`src/rtl/dec_sel_arbiter.sv`:
```
// Round-robin arbiter driving a 2-to-4 decoder: registered select/enable plus one-hot grant.
// Grants are bounded by MAX_HOLD cycles and always separated by one dead (GAP) cycle.
module dec_sel_arbiter #(
    parameter int unsigned MAX_HOLD = 8
) (
    input  logic       clk,
    input  logic       rst,
    input  logic [3:0] req,
    input  logic       done,
    output logic [1:0] sel,
    output logic       en,
    output logic [3:0] gnt,
    output logic       timeout
);

    typedef enum logic [1:0] {
        IDLE  = 2'b00,
        GRANT = 2'b01,
        GAP   = 2'b10
    } state_t;

    state_t     state_q, state_d;
    logic [1:0] sel_q, sel_d;
    logic       en_q, en_d;
    logic [3:0] gnt_q, gnt_d;
    logic       timeout_q, timeout_d;
    logic [7:0] cnt_q, cnt_d;
    logic [1:0] last_q, last_d;

    logic [1:0] winner;
    logic       exit_done, exit_wd, exit_max;

    // Scan last+4 down to last+1 so the nearest requester after last wins.
    function automatic logic [1:0] pick(input logic [3:0] r, input logic [1:0] last);
        logic [1:0] idx;
        pick = last;
        for (int unsigned k = 4; k >= 1; k--) begin
            idx = last + 2'(k);
            if (r[idx]) pick = idx;
        end
    endfunction

    always_comb begin
        winner    = pick(req, last_q);
        exit_done = done;
        exit_wd   = !req[sel_q];
        exit_max  = (cnt_q == 8'(MAX_HOLD));

        state_d   = state_q;
        sel_d     = sel_q;
        en_d      = en_q;
        gnt_d     = gnt_q;
        timeout_d = 1'b0;
        cnt_d     = cnt_q;
        last_d    = last_q;

        case (state_q)
            IDLE, GAP: begin
                if (|req) begin
                    state_d = GRANT;
                    sel_d   = winner;
                    en_d    = 1'b1;
                    gnt_d   = 4'b0001 << winner;
                    cnt_d   = 8'd1;
                end else begin
                    state_d = IDLE;
                    en_d    = 1'b0;
                    gnt_d   = '0;
                end
            end
            GRANT: begin
                if (exit_done || exit_wd || exit_max) begin
                    state_d   = GAP;
                    en_d      = 1'b0;
                    gnt_d     = '0;
                    last_d    = sel_q;
                    cnt_d     = '0;
                    timeout_d = exit_max && !exit_done && !exit_wd;
                end else begin
                    cnt_d = cnt_q + 8'd1;
                end
            end
            default: begin
                state_d = IDLE;
                en_d    = 1'b0;
                gnt_d   = '0;
                cnt_d   = '0;
            end
        endcase
    end

    always_ff @(posedge clk) begin
        if (rst) begin
            state_q   <= IDLE;
            sel_q     <= '0;
            en_q      <= 1'b0;
            gnt_q     <= '0;
            timeout_q <= 1'b0;
            cnt_q     <= '0;
            last_q    <= 2'd3;
        end else begin
            state_q   <= state_d;
            sel_q     <= sel_d;
            en_q      <= en_d;
            gnt_q     <= gnt_d;
            timeout_q <= timeout_d;
            cnt_q     <= cnt_d;
            last_q    <= last_d;
        end
    end

    assign sel     = sel_q;
    assign en      = en_q;
    assign gnt     = gnt_q;
    assign timeout = timeout_q;

endmodule

```
`config.mk`:
```
export PLATFORM = sky130hd
export DESIGN_NAME = dec_sel_arbiter
export DESIGN_NICKNAME = d
export VERILOG_FILES = /design/src/rtl/dec_sel_arbiter.sv
export SDC_FILE = /design/constraint.sdc
export NUM_CORES = 1
export LEC_CHECK = 0
export CAP_MARGIN = 30
export CORE_MARGIN = 4
export CORE_UTILIZATION = 55
export DETAILED_ROUTE_END_ITERATION = 16
export PLACE_DENSITY = 0.83
export SYNTH_ARGS = -nofsm -noshare
export SYNTH_HDL_FRONTEND = slang
export SYNTH_SLANG_ARGS = --single-unit
```
`constraint.sdc`:
```
create_clock -name clk -period 4.78 [get_ports clk]
set_clock_uncertainty 0.2 [all_clocks]
set_input_delay 0.956 -clock clk [delete_from_list [all_inputs] [get_ports clk]]
set_output_delay 0.956 -clock clk [all_outputs]
set_load 0.05 [all_outputs]
```
-- Yosys cells after proc, flatten, opt, wreduce, memory -nomap -nowiden
Index checks and enable logic that the tools add are counted.
- add/sub/neg operators: 4
- $lt $le $gt $ge: 4
- eq/ne operators: 5
- shift-type cells: 1
- muxes and demuxes: 23
- bitwise logic cells: 2
- reduce and logical (&&, ||, !) cells: 12
- operators with widths (kind ; count):
    8-bit 2-to-1 mux ; 2
    8-bit case mux with 2 select lines ; 1
    2-bit by 3-bit less-than comparator with 1-bit output (second input constant) ; 4
    8-bit by 1-bit adder with 8-bit output (second input constant) ; 1
    1-bit binary-select mux with 2-bit select ; 4
    8-bit by 4-bit == test with 1-bit output (second input constant) ; 1
    2-bit 2-to-1 mux ; 4
    4-bit 2-to-1 mux ; 2
    4-bit case mux with 2 select lines ; 1
    1-bit 2-to-1 mux ; 7
    2-bit adder (second input constant) ; 2
    2-bit != test (second input constant) ; 2
    2-bit case mux with 2 select lines ; 1
    2-bit AND reduction ; 2
    4-bit OR reduction ; 1
    1-bit by 2-bit left shift with 4-bit output (first input constant) ; 1
    3-bit OR reduction ; 1
    2-bit by 1-bit adder with 2-bit output (second input constant) ; 1
    2-bit by 1-bit == test with 1-bit output (second input constant) ; 1
    2-bit == test (second input constant) ; 1
    1-bit logical AND ; 2
    1-bit logical NOT ; 2
    2-bit logical NOT ; 1
    1-bit logical OR ; 2
    other kinds (3) ; 4
- register bits: 20
- input bits: 7

-- Longest topological paths before layout
- depth in word-level cells: 9
- mapped depth: 7

-- Worst setup path before layout
No wires, ideal clock.
- kind: input-to-reg
- from: input req[1]
- to: register cnt_q[5]
- setup time: 0.074 ns
- data arrival time: 2.063 ns
- data required time: 4.506 ns
- path slack: 2.443 ns
- cell stages on the path: 3
- buffers on the path: 0
- path through: or4_1 or3_1 a31oi_1
- cells in the longest elaborated chain, start to end: 7
- elaborated cells on any way between the ends: 9
- ends and longest elaborated chain (what ; RTL line ; RTL):
    start, declared ; 8 ; input logic [3:0] req,
    1-bit binary-select mux with 2-bit select ; 46 ; exit_wd = !req[sel_q];
    1-bit 2-to-1 mux (not written as such) ; 46 ;
    1-bit logical NOT ; 46 ;
    1-bit logical OR (2 in a row) ; 72 ; if (exit_done || exit_wd || exit_max) begin
    8-bit 2-to-1 mux ; 72 ;
    8-bit case mux with 2 select lines ; 57 ; case (state_q)
    end signal, assigned ; 107 ; cnt_q <= cnt_d;
    end, declared ; 27 ; logic [7:0] cnt_q, cnt_d;
Parallel ways exist; a longest one is shown, timed or not. The select of a mux whose other input is x is not followed.
A chain may end at the register's enable or synchronous reset.

==> results.py <==
metrics = {
    "run_status": {
        "status": "finished clean",
    },
    "routing": {
        "first_pass_iters": 4,
        "drtIter0Drc": 40,
        "via_per_inst": 5.953,
        "drtAntennaViolNets": 0,
        "wire_per_inst_um": 14.49,
        "wl_mm": 2.145,
        "num_vias": 881,
        "drc": 0,
    },
    "setup_path": {
        "worst_r2r_endpoint": "cnt_q[0]",
        "crit_arrival_ns": 2.94,
        "worstSetupEndpointType": "register",
        "rr_startpoint": "cnt_q[0]",
        "r2r_slack_ns": 2.66,
        "critPathKind": "primary input to register",
        "rr_worst_depth": 6,
        "crit_path_max_fanout": 18,
        "start_kind": "primary input",
        "crit_required_ns": 4.82,
    },
    "sta": {
        "drv_slew": 0,
        "hold_violations": 0,
        "period_share_pct": 60.77,
        "worstMarginPinSlew_ns": 0.6675,
        "max_freq_mhz": 344.3,
        "slew_headroom_pct": 55.16,
        "fin_tns_setup_ns": 0,
        "finalSetupViolCount": 0,
        "fin_crit_ns": 2.905,
        "rsz0062_at_grt": "no",
    },
    "clocking": {
        "clockBufferDepth": 2,
        "clock_latency_ns": 0.30,
        "clkSinkCount": 20,
        "htreeDepth": 1,
        "cts_tree": "yes",
        "ctsRootBufferMaster": "clkbuf_4",
        "clk_transition_reported_paths_ns": 0.11,
        "cts_hold_buf": 0,
        "cts_resized": 0,
        "postCtsSetupRepairBufs": 0,
        "cts_buffers": 3,
    },
    "placement": {
        "gp_congestion": 0.8063,
        "dpl-instance-area_um2": 1144,
        "dp_hpwl_mm": 1.655,
        "io_buffers": 14,
        "dp.cells": 144,
    },
    "worst_hold_path": {
        "whs_path_depth": 1,
        "hold_path_end": "gnt[0]",
        "hold_start": "gnt[0]",
        "hp-class": "register to register",
    },
    "finish": {
        "nets": 133,
        "diodes": 0,
        "final_area_um2": 1196,
        "syn_to_final_growth_pct": 20.25,
        "fin_cells": 148,
        "drive_gt1_share_pct": 8.130,
    },
    "logic_synthesis": {
        "ys_seq_elements": 20,
        "yosys_warnings": 0,
        "synth-seq-area-share_pct": 40.25,
        "syn_area_per_cell_um2": 9.126,
        "synth_commonest_cells": "20 x dfxtp_1, 10 x nor2_1, 9 x a21oi_1",
        "synthesis.area_um2": 994.7,
        "synth-edff-count": 0,
        "synth_top_area_cell": "dfxtp_1",
        "yosys-top-cells-area": "dfxtp_1 40%, a21oi_1 4.5%, nor2_1 3.8%",
        "synth_ff_type": "dfxtp_1",
        "synth_top_area_share_pct": 40.25,
        "syn_inst": 109,
        "yosysUniqueCellTypes": 41,
        "synth_most_common_cell": "dfxtp_1",
        "synth.net_count": 118,
        "synthArstFlopShare_pct": 0,
    },
    "global_route": {
        "overflow": 0,
        "grt_use_total_pct": 19.55,
        "antenna_found_initial": 0,
        "grt_pass1_vias": 843,
        "grt_max_degree": 19,
        "grt_pass1_wl_mm": 3.788,
    },
    "floorplanning": {
        "rows": 15,
        "start_util_pct": 57.61,
        "ios": 15,
        "die_h_um": 50.53,
        "die_area_um2": 2553,
        "dieWidth_um": 50.53,
        "coreArea_um2": 1727,
    },
    "run": {
        "cap_viol_max_count": 0,
    },
    "power_and_ir_drop": {
        "power_uw": 407.3,
        "cellLeakagePower_uw": 0.0004798,
        "vdd_drop_max_mv": 0.2353,
        "p_per_area_nw_per_um2": 340.5,
    },
}
-- area by class of cell --
class                      count  area [um2]
clock buffer                   3       22.52
clock inverter                 1       30.03
fill                         151       530.5
inverter                       4       15.01
multi-input combinational     81       556.8
sequential                    20       400.4
tap                           25       31.28
timing repair buffer          14       140.1
-- critical path: stages --
cell             delay, ns
clkdlybuf4s50_1       0.69
nor4b_1               0.46
o211a_1               0.42
or2b_1                0.26
a31oi_1               0.15
-- kinds of logic after synthesis --
group                      count (synthesis)  share of synthesized area (%)
buffers and inverters                      8                          3.773
AOI/OAI and AO/OA                         29                          20.38
xor gates and xnor gates                   2                          1.761
adders and majority gates                  2                          2.515
DFF                                       20                          40.25
muxes                                      5                          6.415
and+or+nand+nor                           43                          24.91
-- metrics by stage --
step	hold slack, ns	util (%)	setup WS (ns)
finish	0.2922	69.28	1.875
global route	0.3237	69.28	1.740
CTS	0.2992	69.28	1.908
detailed placement	0.2686	66.23	1.585
global placement	0.2549	66.23	1.680
floorplan	0.2331	-	2.443
-- sequential cells by signal, indices dropped and copies added, names as in the netlist --
register,count
sel,2
cnt_q,8
timeout,1
en,1
state_q,2
gnt,4
last_q,2
-- power by group --
part           switching (uW)  internal (uW)  leakage [uW]
Sequential               10.4            177      0.000164
Combinational            49.9           35.0      0.000288
Clock                    50.2           84.7     0.0000279
-- layout by cell type (no fill, tap or decap), types with 2 or more instances in the layout --
master           Yosys  final
nand2_1              5      5
nor2_1              10     10
o21ai_0              3      3
ha_1                 2      2
dfxtp_1             20     20
inv_1                4      4
a21oi_1              9      9
nor3b_1              2      2
clkbuf_4             0      3
and3_1               3      3
a32o_1               2      2
o32ai_1              2      2
or3_1                2      2
nand3_1              3      3
nor3_1               2      2
nor2b_1              2      2
mux2i_1              3      3
clkdlybuf4s50_1      0     14
a31oi_1              4      4
nand2b_1             5      5
or2b_1               2      2
-- routing by layer --
metal	share of wire, %	up-vias	global-route usage (%)
met3	4.8	4	5.045
li1	-	435	-
met4	0.84	0	6.278
met1	48	408	27.27
met2	47	34	29.35
met5	0	-	0
-- worst max-delay path by stage --
stage	to	slack, ns	startpoint	cells past startpoint
2_1_floorplan	cnt_q[5]	2.44	req[1]	3
3_3_place_gp	cnt_q[4]	1.68	rst	5
3_5_place_dp	cnt_q[4]	1.59	rst	5
5_1_grt	cnt_q[4]	1.74	rst	5
4_1_cts	cnt_q[4]	1.91	rst	5
6_report	cnt_q[4]	1.88	rst	5
Note: power is estimated with default switching activity, not from simulation.
